[src/rtl/net_send_frame_tx.sv]
// rtl/net_send_frame_tx.sv - prepends a protocol header to a payload stream and emits one frame toward the MAC
// Optional build macro: NET_SEND_MIN_FRAME_PAD_EN (zero-pads frames shorter than 60 bytes).
module net_send_frame_tx #(
    parameter int HDR_BYTES = 54,
    parameter int DATA_W    = 512
) (
    input  logic                   clk,
    input  logic                   rst,
    input  logic [HDR_BYTES*8-1:0] hdr_tdata,
    input  logic                   hdr_tuser,
    input  logic                   hdr_tvalid,
    output logic                   hdr_tready,
    input  logic [DATA_W-1:0]      pay_tdata,
    input  logic [DATA_W/8-1:0]    pay_tkeep,
    input  logic                   pay_tlast,
    input  logic                   pay_tvalid,
    output logic                   pay_tready,
    output logic [DATA_W-1:0]      NET_TX_tdata,
    output logic [DATA_W/8-1:0]    NET_TX_tkeep,
    output logic                   NET_TX_tlast,
    output logic                   NET_TX_tvalid,
    input  logic                   NET_TX_tready,
    output logic [31:0]            stat_frames
);
    localparam int KB = DATA_W / 8;
    localparam int S  = KB - HDR_BYTES;
    localparam int NW = $clog2(KB + 1) + 1;
    localparam logic [NW-1:0] H_N  = NW'(HDR_BYTES);
    localparam logic [NW-1:0] S_N  = NW'(S);
    localparam logic [NW-1:0] KB_N = NW'(KB);
`ifdef NET_SEND_MIN_FRAME_PAD_EN
    localparam logic [NW-1:0] MIN_N = NW'(60);
`endif

    typedef enum logic [1:0] {IDLE, FIRST, BODY, TAIL} state_t;

    state_t                 state;
    logic [HDR_BYTES*8-1:0] carry;
    logic [NW-1:0]          tail_cnt;
    logic                   active;

    logic                   slot_free;
    logic                   hs_hdr;
    logic                   hs_pay;
    logic [NW-1:0]          pay_cnt;
    logic                   fits;

    logic                   ld;
    logic                   ld_last;
    logic [DATA_W-1:0]      ld_word;
    logic [NW-1:0]          ld_dcnt;
    logic [NW-1:0]          ld_kcnt;

    function automatic logic [KB-1:0] low_ones(input logic [NW-1:0] c);
        logic [KB-1:0] m;
        for (int i = 0; i < KB; i++) m[i] = (NW'(i) < c);
        return m;
    endfunction

    function automatic logic [DATA_W-1:0] byte_mask(input logic [KB-1:0] k);
        logic [DATA_W-1:0] m;
        for (int i = 0; i < KB; i++) m[8*i +: 8] = {8{k[i]}};
        return m;
    endfunction

    // Keep count of a single-word frame; padding only ever widens keep, data stays masked to real bytes.
    function automatic logic [NW-1:0] frame_keep(input logic [NW-1:0] c);
`ifdef NET_SEND_MIN_FRAME_PAD_EN
        return (c < MIN_N) ? MIN_N : c;
`else
        return c;
`endif
    endfunction

    // Ready is held low for the first cycle after reset so every output reads 0 then.
    assign slot_free  = !NET_TX_tvalid || NET_TX_tready;
    assign hdr_tready = active && (state == IDLE) && slot_free;
    assign pay_tready = active && ((state == FIRST) || (state == BODY)) && slot_free;
    assign hs_hdr     = hdr_tvalid && hdr_tready;
    assign hs_pay     = pay_tvalid && pay_tready;

    always_comb begin
        pay_cnt = '0;
        for (int i = 0; i < KB; i++) begin
            if (pay_tkeep[i]) pay_cnt = pay_cnt + NW'(1);
        end
        if (!pay_tlast) pay_cnt = KB_N;
    end

    assign fits = pay_tlast && (pay_cnt <= S_N);

    always_comb begin
        ld      = 1'b0;
        ld_last = 1'b0;
        ld_word = '0;
        ld_dcnt = '0;
        ld_kcnt = '0;
        case (state)
            IDLE: begin
                if (hs_hdr && hdr_tuser) begin
                    ld      = 1'b1;
                    ld_last = 1'b1;
                    ld_word = {{(S*8){1'b0}}, hdr_tdata};
                    ld_dcnt = H_N;
                    ld_kcnt = frame_keep(H_N);
                end
            end
            FIRST, BODY: begin
                if (hs_pay) begin
                    ld      = 1'b1;
                    ld_word = {pay_tdata[S*8-1:0], carry};
                    if (fits) begin
                        ld_last = 1'b1;
                        ld_dcnt = H_N + pay_cnt;
                        ld_kcnt = (state == FIRST) ? frame_keep(H_N + pay_cnt) : (H_N + pay_cnt);
                    end else begin
                        ld_dcnt = KB_N;
                        ld_kcnt = KB_N;
                    end
                end
            end
            TAIL: begin
                if (slot_free) begin
                    ld      = 1'b1;
                    ld_last = 1'b1;
                    ld_word = {{(S*8){1'b0}}, carry};
                    ld_dcnt = tail_cnt;
                    ld_kcnt = tail_cnt;
                end
            end
            default: ;
        endcase
    end

    always_ff @(posedge clk) begin
        if (rst) begin
            state         <= IDLE;
            carry         <= '0;
            tail_cnt      <= '0;
            active        <= 1'b0;
            NET_TX_tvalid <= 1'b0;
            NET_TX_tdata  <= '0;
            NET_TX_tkeep  <= '0;
            NET_TX_tlast  <= 1'b0;
            stat_frames   <= '0;
        end else begin
            active <= 1'b1;
            if (NET_TX_tvalid && NET_TX_tready && NET_TX_tlast) stat_frames <= stat_frames + 32'd1;

            if (ld) begin
                NET_TX_tvalid <= 1'b1;
                NET_TX_tdata  <= ld_word & byte_mask(low_ones(ld_dcnt));
                NET_TX_tkeep  <= low_ones(ld_kcnt);
                NET_TX_tlast  <= ld_last;
            end else if (slot_free) begin
                NET_TX_tvalid <= 1'b0;
            end

            // The header seeds the carry, so FIRST and BODY share one datapath.
            case (state)
                IDLE: begin
                    if (hs_hdr && !hdr_tuser) begin
                        carry <= hdr_tdata;
                        state <= FIRST;
                    end
                end
                FIRST, BODY: begin
                    if (hs_pay) begin
                        carry <= pay_tdata[DATA_W-1:S*8];
                        if (fits) begin
                            state <= IDLE;
                        end else if (pay_tlast) begin
                            tail_cnt <= pay_cnt - S_N;
                            state    <= TAIL;
                        end else begin
                            state <= BODY;
                        end
                    end
                end
                TAIL: begin
                    if (slot_free) state <= IDLE;
                end
                default: state <= IDLE;
            endcase
        end
    end
endmodule

[config.mk]
export PLATFORM = sky130hd
export DESIGN_NAME = net_send_frame_tx
export DESIGN_NICKNAME = d
export VERILOG_FILES = /design/src/rtl/net_send_frame_tx.sv
export SDC_FILE = /design/constraint.sdc
export NUM_CORES = 2
export LEC_CHECK = 0
export ABC_AREA = 1
export BUFFER_PORTS_ARGS = -buffer_cell sky130_fd_sc_hd__clkbuf_2
export CORE_AREA = 2 2 637 639
export DETAILED_ROUTE_END_ITERATION = 8
export DIE_AREA = 0 0 639 641
export MAX_ROUTING_LAYER = met4
export PLACE_DENSITY_LB_ADDON = 0.25
export SYNTH_ARGS = -nofsm -noshare
export SYNTH_HDL_FRONTEND = slang
export SYNTH_SLANG_ARGS = --single-unit
[constraint.sdc]
create_clock -name clk -period 29.7 [get_ports clk]
set_input_delay 4.455 -clock clk [delete_from_list [all_inputs] [get_ports clk]]
set_output_delay 4.455 -clock clk [all_outputs]
set_load 0.01 [all_outputs]
* Word-level counts from Yosys, hierarchy flattened
Cells that the tools add are included.
Word-level totals: register bits 1053, input port bits 1015, output and inout port bits 612, word-level logic and storage cells 263
Cells by class: $add $sub $neg 66, $lt $le $gt $ge 65, eq/ne operators 6, muxes and demuxes 93, bitwise gates (word level) 2, reduce and logical (&&, ||, !) cells 22
Operators by type and width (count):
- $mux W432 | 4
- $pmux W512 S3 | 1
- $pmux W432 S2 | 1
- $mux W8 | 67
- $and A512 B512 Y512 | 1
- $mux W512 | 1
- $add A8 B1 Y8 const B | 63
- $lt A6 B8 Y1 const A | 32
- $lt A5 B8 Y1 const A | 16
- $lt A4 B8 Y1 const A | 8
- $add A32 B1 Y32 const B | 1
- $lt A3 B8 Y1 const A | 4
- $pmux W8 S3 | 1
- $lt A1 B8 Y1 const A | 2
- $lt A2 B8 Y1 const A | 2
- $logic_and A1 B1 Y1 | 11
- $mux W1 | 10
- $add A6 B8 Y8 const A | 1
- $le A8 B4 Y1 const B | 1
- $mux W2 | 4
- $sub A8 B4 Y8 const B | 1
- $mux W6 | 1
- $pmux W1 S3 | 2
- $pmux W2 S3 | 1
- other kinds (12) | 18

* Longest topological paths before layout
word-level depth 135, mapped depth 210, gate-level depth less buffers 210

* Worst setup path after synthesis
No wires, ideal clock.
path kind input to register, start point input port pay_tkeep[0], end point register NET_TX_tkeep[17], setup time 0.113 ns, arrival time 32.429 ns, required time 29.587 ns, slack -2.842 ns, cell stages on the path 204, path buffers 1, cell sequence inv_1 > ha_1 > inv_1 > nand2_2 > nand2_1 > inv_1 > ha_1 > nand2_1 > nand2_2 > nand3_2 > nand2_2 > inv_1 > ha_1 > or2_2 > nand2_1 > inv_1 > ha_1 > nand2_1 > [168 not listed] > nand2_1 > o21ai_2 > ha_1 > nor2_1 > nor3_1 > inv_1 > ha_1 > nor2_1 > inv_1 > nand2_1 > nor2_4 > a21oi_4 > buf_8 > nand3_4 > nand2_2 > nand2_8 > o21ai_1 > inv_1
Between the ends: word-level cells in the longest chain between the ends 134, elaborated cells between the ends (all ways) 135, classes of those cells 64 x add/sub; 2 x order compare; 68 x mux; 1 x reduce/logical
RTL lines:
- start, declared | line 14 | input logic [DATA_W/8-1:0] pay_tkeep,
- $mux W1 (*) | line 85 | if (pay_tkeep[i]) pay_cnt = pay_cnt + NW'(1);
- $add A8 B1 Y8 | line 85
- $mux W8 (*) | line 85
- $add A8 B1 Y8 | line 85
- $mux W8 (*) | line 85
- $add A8 B1 Y8 | line 85
- $mux W8 (*) | line 85
- $add A8 B1 Y8 | line 85
- [117 not listed]
- $add A8 B1 Y8 | line 85
- $mux W8 (*) | line 85
- $mux W8 (*) | line 87 | if (!pay_tlast) pay_cnt = KB_N;
- $le A8 B4 Y1 | line 90 | assign fits = pay_tlast && (pay_cnt <= S_N);
- $logic_and A1 B1 Y1 | line 90
- $mux W8 (*) (2 in a row)
- $pmux W8 S3 (*)
- $lt A5 B8 Y1 (*) | line 56 | for (int i = 0; i < KB; i++) m[i] = (NW'(i) < c);
- end signal, assigned | line 153 | NET_TX_tkeep <= low_ones(ld_kcnt);
- end, declared | line 19 | output logic [DATA_W/8-1:0] NET_TX_tkeep,
Mark *: on every way between the ends. The rest lies on a longest branch, timed or not. A chain may end at the register's enable or synchronous reset.

* Worst setup path after layout
start point input port pay_tkeep[1], end point register NET_TX_tkeep[61]
Between the ends: word-level cells in the longest chain between the ends 132, elaborated cells between the ends (all ways) 133, classes of those cells 63 x add/sub; 2 x order compare; 67 x mux; 1 x reduce/logical
RTL lines (line):
- $mux W8 (*) | 85
- $add A8 B1 Y8 | 85
- $mux W8 (*) | 85
- $add A8 B1 Y8 | 85
- $mux W8 (*) | 85
- $add A8 B1 Y8 | 85
- $mux W8 (*) | 85
- $add A8 B1 Y8 | 85
- [115 not listed]
- $add A8 B1 Y8 | 85
- $mux W8 (*) | 85
- $mux W8 (*) | 87
- $le A8 B4 Y1 | 90
- $logic_and A1 B1 Y1 | 90
- $mux W8 (*) (2 in a row)
- $pmux W8 S3 (*)
- $lt A6 B8 Y1 (*) | 56
Marked as above.

==> run_results.csv <==
group,metric,value,unit
run_status,status,"finished, final reports clean",
power,ir_worst_vdd,0.06626,mV
setup_path,cp.required,30.41,ns
floorplan,design.core.area,0.4020,sq mm
placement,dp_hpwl,296.1,mm
grt,grt_pass1_wl,522.1,mm
yosys,ys_ff_latch,1053,
floorplan,die_w,639,microns
routing,wl_per_cell,25.24,microns
layout,final_cell_mix,"2196 x nand2_1, 1623 x clkbuf_2, 1053 x dfxtp_1, 537 x inv_1, 514 x a21oi_1",
setup_path,cp_slowest_cell,"ha_4",
power,powerDensity,109.8,mW/mm^2
floorplan,initial_core_util,0.1497,
layout,n_fill_cell,45610,
floorplan,die-area,0.4096,sq mm
routing,viasPerCell,4.354,
clock_tree,clock_sinks,1053,
setup_path,crit_top_cell,"nand2_4",
routing,remaining_drc_errors,0,
placement,dp_slack,-2.427,ns
routing,dr.pass1.iters,6,
run,cap_viol_max_count,0,
timing,worstMarginPinSlew,1.443,ns
layout,multi_input_area,0.03705,sq mm
yosys,syn_inst,8366,
yosys,syn_nets,9448,
setup_path,critPathMaxStageDelay,0.29,ns
floorplan,ioPinCount,1627,
setup_path,cp-end-kind,"flop",
timing,layout_setup_ws,0.4598,ns
timing,hold_viol,0,
yosys,synthesis.area,0.06020,sq mm
timing,slew_headroom,0.03813,
layout,area_growth,41.75,%
grt,grt_max_degree,211,
yosys,ys.warnings.count,0,
timing,drv_slew,0,
clock_tree,h-tree-depth,4,
setup_path,start_kind,"input port",
clock_tree,cts_tree,"built",
timing,skew,0.09464,ns
clock_tree,clockBufferDepth,4,
grt,grt_pass1_vias,64180,
min_path,holdCritPathClass,"reg2reg",
clock_tree,numCtsBuffers,147,
setup_path,cp_max_fo,8,
routing,m1WireLength,155.5,mm
routing,drt_iter0_drc,6083,
floorplan,num_rows,233,
floorplan,fp.dieH,641,microns
routing,routed-wl-met3,32.19,mm
yosys,yosysSeqAreaShare,0.3502,
placement,gp_congestion,0.9263,
routing,top_layer,"met4",
timing,period_share,0.9845,
layout,layout_commonest_cell,"nand2_1",
grt,grt_overflow,0,
clock_tree,clk_latency,0.88,ns
clock_tree,clockRootBuffer,"clkbuf_16",
layout,seq_area,0.02108,sq mm
timing,hold_slack,0.4579,ns
layout,drive_above_1_share,0.3556,
timing,finalSetupTns,0,ns
setup_path,critical_path_class,"in2reg",
timing,finalSetupViolCount,0,
routing,routed_wl,393.8,mm
power,total_leakage_power,0.03546,uW
routing,num_vias,67930,
placement,port_buffers,1626,
layout,num-nets-final,11130,
routing,antenna_left,0,
grt,antenna_found_initial,229,
clock_tree,clkTransAtPathRegs,0.06,ns
timing,fmax,34.20,MHz
layout,final_core_util,0.2123,
timing,rsz0062_at_grt,"true",
routing,dr_wl_met2,187.9,mm
timing,period_minus_slack,29.24,ns
yosys,yosysUniqueCellTypes,58,
grt,grt.total_usage,0.1848,
yosys,syn_area_per_cell,7.196,sq um
setup_path,arrival,29.95,ns
==> metrics by stage <==
step | total power (uW) | instance area, sq um | cells
6_report | 9367 | 85330 | 15600
5_1_grt | 10060 | 85270 | 15580
4_1_cts | 9130 | 82420 | 15360
3_5_place_dp | 7082 | 76850 | 15060
3_3_place_gp | 7066 | 76850 | 15060
2_1_floorplan | 5201 | 61560 | 8366
==> final timing paths <==
path / startpoint / end / slack (ns) / cells past startpoint
min reg2reg: tail_cnt[0] / tail_cnt[0] / 0.46 / 2
max: pay_tkeep[1] / NET_TX_tkeep[61] / 0.46 / 210
min: tail_cnt[0] / tail_cnt[0] / 0.46 / 2
max reg2reg: state[0] / NET_TX_tdata[107] / 23.25 / 15
==> state kept, by name, indices dropped and copies added (netlist names) <==
signal / cells
NET_TX_tdata: 512
carry: 432
NET_TX_tkeep: 64
stat_frames: 32
tail_cnt: 8
state: 2
NET_TX_tlast: 1
NET_TX_tvalid: 1
active: 1
==> worst max-delay path, delay by kind of cell <==
family	cells	cell delay, ns
buf+inv	14	1.22
fa+ha+maj	61	14.71
compound gates	7	0.80
simple gates	128	8.73
==> layout make-up <==
class / count / share of cell area
Multi-Input combinational cell: 6182 / 0.4341
Timing Repair Buffer: 2080 / 0.1530
Inverter: 586 / 0.02726
Sequential cell: 1053 / 0.2470
Antenna cell: 153 / 0.004487
Tap cell: 5287 / 0.07752
Clock inverter: 43 / 0.005616
Clock buffer: 217 / 0.05091
==> cells in the mapped netlist, drive strengths merged <==
cell type	number	area share
nand3	743	0.081
nor3	12	0.0010
ha	67	0.014
a21o	1	0.00012
dlygate4sd1	9	0.0013
a32o	416	0.069
a22oi	16	0.0020
nand2	2840	0.21
nand4	98	0.011
nor4	1	0.00010
dfxtp	1053	0.35
o21ai	502	0.043
nand3b	48	0.0066
a21oi	599	0.052
or2	28	0.0029
clkinv	5	0.00060
a31o	1	0.00015
nor2	341	0.025
a31oi	438	0.046
o21bai	3	0.00094
clkbuf	460	0.034
o211ai	5	0.00062
dlygate4sd3	33	0.0055
and3	3	0.00031
xnor2	3	0.00044
buf	55	0.0086
o22ai	3	0.00031
o21a	2	0.00025
inv	581	0.037
==> power by group <==
group | switching [uW] | leakage [uW] | internal [uW]
logic | 3690 | 0.0245 | 1840
clock network | 792 | 0.00237 | 1070
registers | 185 | 0.00857 | 1790
total | 4670 | 0.0355 | 4700
==> routing by layer <==
metal	vias to the layer above	global-route usage
li1	32240	-
met1	32220	0.2105
met2	2764	0.3005
met3	710	0.05239
met4	0	0.08257
met5	-	-
==> cell families after synthesis <==
logic type | share of synthesized area
AOI/OAI and AO/OA | 0.2136
adders and majority gates | 0.01392
DFF | 0.3502
buffers and inverters | 0.08685
and+or+nand+nor | 0.3350
xor gates and xnor gates | 0.0004365
==> what timing repair did <==
action,4_1_cts,5_1_grt
hold buffers,0,0
setup buffers,30,76
cloned,7,16
setup endpoints to repair,587,587
pin swaps,64,185
resized for setup,81,322
(Power assumes the default switching activity.)
